### config.mk
export PLATFORM = sky130hd
export DESIGN_NAME = fsm_rx
export DESIGN_NICKNAME = d
export VERILOG_FILES = /design/src/rtl/fsm_rx.sv
export SDC_FILE = /design/constraint.sdc
export NUM_CORES = 1
export LEC_CHECK = 0
export ABC_CLOCK_PERIOD_IN_PS = 1500
export CELL_PAD_IN_SITES_DETAIL_PLACEMENT = 1
export CELL_PAD_IN_SITES_GLOBAL_PLACEMENT = 1
export CORE_UTILIZATION = 41
export DETAILED_ROUTE_END_ITERATION = 6
export PLACE_DENSITY_LB_ADDON = 0.1
export SYNTH_ARGS = -nofsm -noshare
export SYNTH_HDL_FRONTEND = slang
export SYNTH_SLANG_ARGS = --single-unit
### constraint.sdc
create_clock -name Bclk -period 1.5 [get_ports Bclk]
set_input_delay 0.3 -clock Bclk [delete_from_list [all_inputs] [get_ports Bclk]]
set_output_delay 0.3 -clock Bclk [all_outputs]
set_load 0.03 [all_outputs]
### src/rtl/fsm_rx.sv
// 8N1 UART receiver: oversampled start/data/stop FSM with a single-entry output register
// and frame-error and overrun reporting.
module fsm_rx #(
    parameter int OVERSAMPLE = 16
) (
    input  logic       Bclk,
    input  logic       reset_n,
    input  logic       rx_in,
    input  logic       rx_ack,
    output logic [7:0] rx_data,
    output logic       rx_valid,
    output logic       rx_busy,
    output logic       frame_err,
    output logic       overrun_err
);

    localparam int TW = $clog2(OVERSAMPLE);
    localparam logic [TW-1:0] HALF_M1 = TW'(OVERSAMPLE / 2 - 1);
    localparam logic [TW-1:0] FULL_M1 = TW'(OVERSAMPLE - 1);

    typedef enum logic [1:0] {
        IDLE  = 2'd0,
        START = 2'd1,
        DATA  = 2'd2,
        STOP  = 2'd3
    } state_t;

    state_t          state;
    logic            sync1;
    logic            s;
    logic            s_prev;
    logic [TW-1:0]   tick;
    logic [2:0]      bit_count;
    logic [7:0]      shift_reg;
    logic            stop_hold;
    logic            deliver;

    assign rx_busy = (state != IDLE);

    always_ff @(posedge Bclk) begin
        // NOTE: the synchronizer resets to 0 so a line that is low out of reset never looks like a start bit.
        if (!reset_n) begin
            sync1       <= 1'b0;
            s           <= 1'b0;
            s_prev      <= 1'b0;
            state       <= IDLE;
            tick        <= '0;
            bit_count   <= '0;
            shift_reg   <= '0;
            stop_hold   <= 1'b0;
            deliver     <= 1'b0;
            rx_data     <= 8'h00;
            rx_valid    <= 1'b0;
            frame_err   <= 1'b0;
            overrun_err <= 1'b0;
        end else begin
            // NOTE: every register here uses <= so all reads see the pre-edge values.
            sync1       <= rx_in;
            s           <= sync1;
            s_prev      <= s;
            frame_err   <= 1'b0;
            overrun_err <= 1'b0;
            deliver     <= 1'b0;

            // A delivery wins over an acknowledge arriving in the same cycle.
            if (deliver) begin
                rx_data     <= shift_reg;
                rx_valid    <= 1'b1;
                overrun_err <= rx_valid && !rx_ack;
            end else if (rx_ack) begin
                rx_valid <= 1'b0;
            end

            case (state)
                IDLE: begin
                    if (s_prev && !s) begin
                        state <= START;
                        tick  <= '0;
                    end
                end
                START: begin
                    if (tick == HALF_M1) begin
                        tick <= '0;
                        if (!s) begin
                            state     <= DATA;
                            bit_count <= '0;
                        end else begin
                            state <= IDLE;
                        end
                    end else begin
                        tick <= tick + 1'b1;
                    end
                end
                DATA: begin
                    if (tick == FULL_M1) begin
                        tick      <= '0;
                        shift_reg <= {s, shift_reg[7:1]};
                        if (bit_count == 3'd7) state <= STOP;
                        else                   bit_count <= bit_count + 3'd1;
                    end else begin
                        tick <= tick + 1'b1;
                    end
                end
                STOP: begin
                    // After a bad stop bit, wait with the counter frozen for the line to recover.
                    if (stop_hold) begin
                        if (s) begin
                            stop_hold <= 1'b0;
                            state     <= IDLE;
                        end
                    end else if (tick == FULL_M1) begin
                        tick <= '0;
                        if (s) begin
                            deliver <= 1'b1;
                            state   <= IDLE;
                        end else begin
                            frame_err <= 1'b1;
                            stop_hold <= 1'b1;
                        end
                    end else begin
                        tick <= tick + 1'b1;
                    end
                end
                default: state <= IDLE;
            endcase
        end
    end

endmodule

Yosys cells after proc, flatten, opt, wreduce, memory -nomap -nowiden
Index checks and enable logic that the tools add are counted.
Widths: inputs -> output; s select.
{"block": "classes", "reduce_logical": 15, "muxes": 25, "bitwise_logic": 3, "eq_ne": 14, "n_addsub": 2}
{"cell": "$mux 2", "count": 8}
{"cell": "$mux 4", "count": 4}
{"cell": "$pmux 4 s4", "count": 1}
{"cell": "$ne 2x2->1 const B", "count": 7}
{"cell": "$mux 3", "count": 4}
{"cell": "$reduce_and 5->1", "count": 2}
{"cell": "$pmux 2 s4", "count": 1}
{"cell": "$mux 1", "count": 6}
{"cell": "$pmux 3 s2", "count": 1}
{"cell": "$reduce_and 2->1", "count": 3}
{"cell": "$reduce_bool 2->1", "count": 3}
{"cell": "$add 4x1->4 const B", "count": 1}
{"cell": "$eq 2x2->1 const B", "count": 2}
{"cell": "$eq 4x3->1 const B", "count": 1}
{"cell": "$eq 4x4->1 const B", "count": 1}
{"cell": "$reduce_or 4->1", "count": 1}
{"cell": "$add 3x1->3 const B", "count": 1}
{"cell": "$eq 3x3->1 const B", "count": 1}
{"cell": "$ne 3x3->1 const B", "count": 1}
{"cell": "$not 1->1", "count": 3}
{"cell": "$reduce_or 3->1", "count": 1}
{"cell": "$eq 2x1->1 const B", "count": 1}
{"cell": "$logic_and 1x1->1", "count": 2}
{"cell": "$logic_not 1->1", "count": 2}
{"cell": "$logic_not 2->1", "count": 1}
{"block": "word_totals", "ff_bits": 33, "wordCells": 72, "inputBits": 4}

Longest topological paths before layout
Gate-level depths: netlist of run 1.
{"block": "depth", "word_depth": 4, "depth_mapped": 6, "ltp_nobuf": 5}

Worst setup path before layout of run 1
Ideal clock, no wire load.
{"block": "synth_path", "path_kind": "reg-to-reg", "from": "register tick[0]", "to": "register bit_count[1]", "path_slack_ps": 113, "required_ps": 1428, "setup_time_ps": 72, "arrival_ps": 1315, "path_buffers": 0, "path_stages_with_launch": 6, "period_less_slack_ps": 1387, "path_cell_list": "dfxtp_1 -> ha_1 -> and3_1 -> nand2_1 -> a2bb2oi_2 -> mux2i_1"}
{"block": "synth_between", "elab_chain_len": 3, "word_cells_on_any_way": 5, "classes_between": "eq/ne (4); reduce/logical (1)"}
{"item": "from (decl)", "line_no": "32", "source": "logic [TW-1:0] tick;"}
{"item": "from (signal assigned)", "line_no": "91", "source": "tick <= tick + 1'b1;"}
{"item": "from (signal assigned)", "line_no": "101", "source": "tick <= tick + 1'b1;"}
{"item": "from (signal assigned)", "line_no": "121", "source": "tick <= tick + 1'b1;"}
{"item": "$eq 4x4->1 / $eq 4x3->1 (equally long branches)", "line_no": "95, 82"}
{"item": "$ne 2x2->1 (no source line)"}
{"item": "$reduce_and 5->1 (no source line) *"}
{"item": "to (signal assigned)", "line_no": "99", "source": "else bit_count <= bit_count + 3'd1;"}
{"item": "to (decl)", "line_no": "33", "source": "logic [2:0] bit_count;"}
Mark *: on every way between the ends. The rest lies on a longest branch, timed or not.
A chain may end at the register's enable or synchronous reset.

Final worst setup path of run 1
{"block": "layout_path", "from": "register bit_count[0]", "to": "register bit_count[0]"}
{"block": "layout_between", "elab_chain_len": 4, "word_cells_on_any_way": 7, "classes_between": "add/sub (1); eq/ne (2); mux (3); reduce/logical (1)"}
{"item": "$add 3x1->3", "line_no": "99"}
{"item": "$mux 3", "line_no": "98", "source": "if (bit_count == 3'd7) state <= STOP;"}
{"item": "$mux 3", "line_no": "95", "source": "if (tick == FULL_M1) begin"}
{"item": "$pmux 3 s2", "line_no": "74", "source": "case (state)"}
Several ways; a longest one is shown, not always the timed one. The select of a mux whose other input is x is not followed.

==> metrics.cfg, run 1 <==
[run_status]
status = finished, final reports clean

[route]
routed_wl_um = 2926
ant_nets = 0
via_density = 5.097
drt_pass_1_iters = 4
drtIter0Drc = 18
route.detailed.drc = 0
vias_post_dr = 1101
wl_per_cell_um = 13.55

[critical_path]
crit_path_max_incr_delay_ns = 0.35
timing.critical_path.arrival_ns = 1.67
critPathMaxFanout = 3
cp_cell_sequence = ha_1 -> ha_1 -> nor3b_1 -> xnor2_1 -> o22ai_1
reg2reg_depth = 5
crit_required_ns = 1.73
setup.worst_path.end_class = register
path_common_cell = sky130_fd_sc_hd__ha_1
worst_path_max_delay_cell = sky130_fd_sc_hd__dfxtp_1
critical_path_class = register to register
worstSetupStartpointType = register

[cts]
cts_buffer_depth = 2
root_buffer = sky130_fd_sc_hd__clkbuf_4
cts_htree_levels = 2
clk_pin_slew_worst_paths_ns = 0.10
count_of_hold_fix_buffers_inserted_at_cts = 0
clock_latency_ns = 0.33
tritoncts = built
cts.sinks = 33
tritoncts.num_buffers = 5

[finish]
fillerInstances = 360
final_core_utilization = 0.5460
stdcell_area_um2 = 1708
fraction_of_final_layout_cells_sized_beyond_drive_strength_1 = 0.1686
antenna_cells = 0
flow.area_growth_from_synthesis_pct = 23.64
nNetsFinal = 179

[global_routing]
first_global_vias = 1162
gr-total-overflow = 0
grt_antenna_before_repair = 0
pin_count_of_the_biggest_net_entering_global_routing = 13
track_usage = 0.2013
grt_first_pass_wirelength_um = 5181

[timing]
fin_worst_skew_ns = 0.005040
rsz0062_at_grt = true
min_period_over_period = 0.9622
finalSetupViolations = 0
timing.final.hold_violations = 0
worst_slew_pin_slew_ns = 0.5491
post_route_minimum_period_ns = 1.443
timing.max_slew.rel_slack = 0.6334
max_clock_freq_ghz = 0.6929
worst_hold_slack_ns = 0.4638
slew_viol_final = 0

[power_and_ir_drop]
p_leak_nw = 0.6733
maximum_vdd_drop_v = 0.0005280
power.density_nw_per_um2 = 963.4

[min_path]
hold_path_depth = 1
worstHoldPathType = register to register

[place]
gpl.final_weighted_congestion = 0.8145
placed_instance_area_um2 = 1645
placement.io_buffers = 15
dp_hpwl_um = 2223

[floorplan]
floorplan.core_area_um2 = 3128
design.portCount = 16
die_ht_um = 60.05
initial_core_util = 0.4416
std_cell_rows = 20
floorplan.die.width_um = 60.05
die_area_um2 = 3605

[synthesis]
synth_area_per_cell_um2 = 9.461
synth.cell_area_um2 = 1381
synth.largest_area_cell = sky130_fd_sc_hd__dfxtp_1
ys_seq_elements = 33
syn_inst = 146
synth_sequential_area_ratio = 0.4783
yosys.cell_types.count = 36
syn_nets = 153
synth.yosys.warnings = 0
most_area_consuming_cells_after_synthesis = sky130_fd_sc_hd__dfxtp_1, sky130_fd_sc_hd__mux2i_1, sky130_fd_sc_hd__nand2_1
synth.top_cell.area_share = 0.4783

[run]
maxCapViolCount = 0

-- synth_stat cells --
cell type,instances
sky130_fd_sc_hd__nand2_1,24
sky130_fd_sc_hd__clkbuf_1,3
sky130_fd_sc_hd__dfxtp_1,33
sky130_fd_sc_hd__buf_4,1
sky130_fd_sc_hd__ha_1,3
sky130_fd_sc_hd__a22oi_1,2
sky130_fd_sc_hd__o21a_1,1
sky130_fd_sc_hd__nand3_1,8
sky130_fd_sc_hd__o22ai_1,1
sky130_fd_sc_hd__a21oi_1,5
sky130_fd_sc_hd__a31oi_1,1
sky130_fd_sc_hd__nor2_1,4
sky130_fd_sc_hd__nand2b_1,1
sky130_fd_sc_hd__o21ai_0,1
sky130_fd_sc_hd__xnor2_1,1
sky130_fd_sc_hd__o21bai_1,1
sky130_fd_sc_hd__mux2i_1,12
sky130_fd_sc_hd__or4b_1,1
sky130_fd_sc_hd__a32o_1,1
sky130_fd_sc_hd__nand3b_1,1
sky130_fd_sc_hd__buf_2,3
sky130_fd_sc_hd__nor3_1,1
sky130_fd_sc_hd__a32oi_1,1
sky130_fd_sc_hd__nand3_2,1
sky130_fd_sc_hd__a21boi_0,5
sky130_fd_sc_hd__a21boi_1,1
sky130_fd_sc_hd__nor2b_1,12
sky130_fd_sc_hd__and3_1,2
sky130_fd_sc_hd__o211ai_1,1
sky130_fd_sc_hd__and2_1,4
sky130_fd_sc_hd__inv_1,3
sky130_fd_sc_hd__a2bb2oi_2,1
sky130_fd_sc_hd__nor2b_2,2
sky130_fd_sc_hd__o31ai_2,1
sky130_fd_sc_hd__nor4b_1,1
sky130_fd_sc_hd__nor3b_1,2
-- cell families after synthesis --
kind of cell / count (synthesis) / synth area share
simple gates: 64 / 0.2446
flops: 33 / 0.4783
compound gates: 23 / 0.1241
mux: 12 / 0.08696
buf+inv: 10 / 0.03261
fa+ha+maj: 3 / 0.02718
xor+xnor: 1 / 0.006342
-- metal layers --
metal,GRT usage,wire length (um),up-vias
met1,0.2215,1255,534
met2,0.3556,1538,12
met3,0.06494,79,6
met5,0,0,-
met4,0.07973,52,0
li1,-,-,549
-- layout by cell type (no fill, tap or decap), drive strengths merged, types with 2 or more instances in the layout --
| cell type | n |
|---|---|
| dfxtp | 33 |
| and3 | 2 |
| clkbuf | 7 |
| and2 | 4 |
| mux2i | 12 |
| nand2 | 24 |
| nand3 | 9 |
| clkdlybuf4s50 | 3 |
| nor2 | 4 |
| a21boi | 6 |
| a21oi | 5 |
| buf | 12 |
| nor2b | 14 |
| inv | 3 |
| dlygate4sd2 | 11 |
| ha | 3 |
| nor3b | 2 |
| a22oi | 2 |
-- cell type report --
type | instances | area, um2 | area share
Multi-Input combinational cell | 103 | 694.4 | 0.4066
Sequential cell | 33 | 663.1 | 0.3883
Timing Repair Buffer | 26 | 229.0 | 0.1341
Clock buffer | 7 | 55.05 | 0.03223
Tap cell | 44 | 55.05 | 0.03223
Inverter | 3 | 11.26 | 0.006593
-- worst max-delay path: cells and delay by family, from the launching register on --
family	cells	cell delay [ns]
compound gates	1	0.10
flops	1	0.35
simple gates	1	0.30
fa+ha+maj	2	0.43
xor+xnor	1	0.16
-- repair_timing --
action / CTS / global route
buffers inserted: 0 / 0
pin swaps: 0 / 0
resized for setup: 14 / 5
setup endpoints to repair: 13 / 8
-- worst paths after layout --
path	end	slack, ns	from
setup / recovery	bit_count[0]$_SDFFE_PN0P_	0.06	bit_count[0]$_SDFFE_PN0P_
hold / removal	s$_SDFF_PN0_	0.46	sync1$_SDFF_PN0_
setup reg to reg	bit_count[0]$_SDFFE_PN0P_	0.06	bit_count[0]$_SDFFE_PN0P_
hold reg to reg	s$_SDFF_PN0_	0.46	sync1$_SDFF_PN0_
-- metrics by stage --
stage | std cells | TNS [ns] | power (mW) | setup WS (ns)
after floorplan | 146 | 0 | 1.065 | 0.1132
after global placement | 209 | 0 | 1.143 | 0.07449
after detailed placement | 209 | 0 | 1.150 | 0.03045
after CTS | 216 | 0 | 1.654 | 0.00002098
after global routing | 216 | -0.01821 | 1.737 | -0.01260
final | 216 | 0 | 1.645 | 0.05669
-- where the power goes --
| part | internal [mW] | switching [mW] |
|---|---|---|
| Combinational | 0.107 | 0.101 |
| Sequential | 0.896 | 0.0355 |
| Clock | 0.221 | 0.284 |
| Total | 1.22 | 0.421 |
No activity file was read; power rests on OpenSTA's default activity.
==> run 2: changes to the inputs <==
--- a/config.mk
+++ b/config.mk
@@ -6,6 +6,7 @@
 export NUM_CORES = 1
 export LEC_CHECK = 0
 export ABC_CLOCK_PERIOD_IN_PS = 1500
+export CAP_MARGIN = 10
 export CELL_PAD_IN_SITES_DETAIL_PLACEMENT = 1
 export CELL_PAD_IN_SITES_GLOBAL_PLACEMENT = 1
 export CORE_UTILIZATION = 41
==> results of run 2 <==
No change in the layout: final DEF, timing and power equal those of run 1.
==> edit, RTL diff (flow settings as in run 1) <==
Re-encode `state_t` (4 states) as one-hot, 4 bits wide.
--- a/src/rtl/fsm_rx.sv
+++ b/src/rtl/fsm_rx.sv
@@ -20,7 +20,7 @@
 
-    typedef enum logic [1:0] {
-        IDLE  = 2'd0,
-        START = 2'd1,
-        DATA  = 2'd2,
-        STOP  = 2'd3
+    typedef enum logic [3:0] {
+        IDLE  = 4'b0001,
+        START = 4'b0010,
+        DATA  = 4'b0100,
+        STOP  = 4'b1000
     } state_t;
Formal check against the unedited RTL: same outputs for any inputs over 10 cycles, from zero or initial values and one cycle with reset_n low; not proved beyond that.
==> edit against run 1 <==
The run now ends with negative setup slack left. Routed wire length rose by 97%. Total power up 7.9%. Count of clock-buffer cells in the layout shrank 1. Clock power increased by 43%. Via count grew 30%. Sequential share of layout area decreased by 8.2 points. Sequential cell count is 2 higher. Final area is 36% higher. Clock skew rose by 0.011 ns. Worst setup slack worse by 0.36 ns. Synthesized area grew 12%. Largest power group unchanged.
==> edit: results <==
export IMPL_synth_commonest_cells="dfxtp_1 (35), nor2_1 (30), mux2i_1 (21), a21oi_1 (7), and2_1 (6)"
export IMPL_grt_util_met1=0.269
export IMPL_synth_nets=161
export IMPL_relSlewSlack=0.613
export IMPL_routedWlPerCell_um=22.1
export IMPL_drive_gt1_frac=0.397
export IMPL_synth_area_leaders="dfxtp_1 (45%), mux2i_1 (14%), nor2_1 (7.3%), nor4b_4 (4.6%), and2_1 (2.4%)"
export IMPL_ir_drop_uv=517
export IMPL_gp_congestion=0.865
export IMPL_grtUsageMet2=0.419
export IMPL_status="finished, violations left"
export IMPL_synth_lib_cells_used_distinct=42
export IMPL_arrival_ns=1.99
export IMPL_track_usage=0.237
export IMPL_critical_path_max_fanout=8
export IMPL_use_met3=0.0435
export IMPL_place_area_sq_mm=0.00199
export IMPL_ys_seq_area_frac=0.453
export IMPL_layout_setup_ws_ns=-0.300
export IMPL_grt_pass1_vias=1485
export IMPL_h_tree_depth=2
export IMPL_grt_max_degree=23
export IMPL_routed_via_count=1435
export IMPL_initialDrtViolationCount=55
export IMPL_switchingPower_uw=464
export IMPL_dp_hpwl_mm=2.76
export IMPL_cts_root_buffer="clkbuf_8"
export IMPL_violations="negative setup slack"
export IMPL_grt_pass1_wl_mm=7.13
export IMPL_setup_violations_final=23
export IMPL_clk_insertion_delay_late_ns=0.31
export IMPL_rr_worst_depth=6
export IMPL_p_leak_uw=0.000968
export IMPL_clock_path_buffers=2
-- edit: cell types whose count changed after synthesis, sizes merged, moves of 4 or more --
cell    delta
mux2i      +9
a21boi     -6
nand2     -19
nor4b      +4
nor2      +28
nand3      -7
nor2b     -12
-- edit: kinds of logic (layout without fill, tap and decap cells) --
logic type               Yosys count  after routing  share of synthesized area
AO/OA/AOI/OAI                     18             18                     0.0816
XOR/XNOR                           1              1                    0.00566
adder cells (fa/ha/maj)            3              3                     0.0243
buffers and inverters             10             70                     0.0323
flip-flops                        35             35                      0.453
multiplexers                      21             21                      0.136
AND/OR/NAND/NOR                   66             66                      0.268
-- edit: worst paths after layout --
path	startpoint	end	slack, ns
worst max register to register	state[0]	shift_reg[7]	-0.30
worst max-delay path	state[0]	shift_reg[7]	-0.30
worst min register to register	sync1	s	0.49
worst min-delay path	sync1	s	0.49
-- edit: cell type report --
type                    count  area, sq um
fillers                   366         1140
repair buffers             60          528
flip-flops and latches     35          713
inverters                   2         7.51
clock inverters             2         12.5
multi-input cells         109          937
clock buffers               6         72.6
well taps                  46         57.6
-- edit: what timing repair did --
item	4_1_cts	5_1_grt
setup endpoints to repair	33	23
hold buffers	0	0
pin swaps	10	12
gates resized for setup	30	20
buffers inserted	10	6
-- edit: power groups by stage --
stage	clock (uW)	combinational, uW	sequential (uW)
final	723	114	938
after global routing	761	120	938
after CTS	691	95.4	937
after detailed placement	0	86.8	964
after global placement	0	83.7	963
after floorplan	0	48.0	961
-- edit: per-layer routing --
layer | vias to the layer above | part of all wire
met2 | 39 | 0.50
met1 | 723 | 0.44
li1 | 655 | -
met5 | - | 0
met4 | 0 | 0.035
met3 | 18 | 0.025
-- edit: stage by stage --
stage	power, uW	TNS, ns	hold WS (ns)	utilization	instances
floorplan	1010	-1.40	0.412	-	154
detailed placement	1050	-5.52	0.426	0.575	236
global route	1820	-5.74	0.515	0.671	260
CTS	1720	-3.75	0.450	0.636	254
finish	1770	-4.58	0.486	0.671	260
global placement	1050	-4.01	0.425	0.575	236
-- edit: worst max-delay path, stage by stage, from the launching register on --
cell	delay [ns]
dfxtp_4	0.38
or4b_4	0.60
buf_12	0.16
nor2_4	0.10
buf_12	0.15
mux2i_4	0.23
nor2_1	0.08
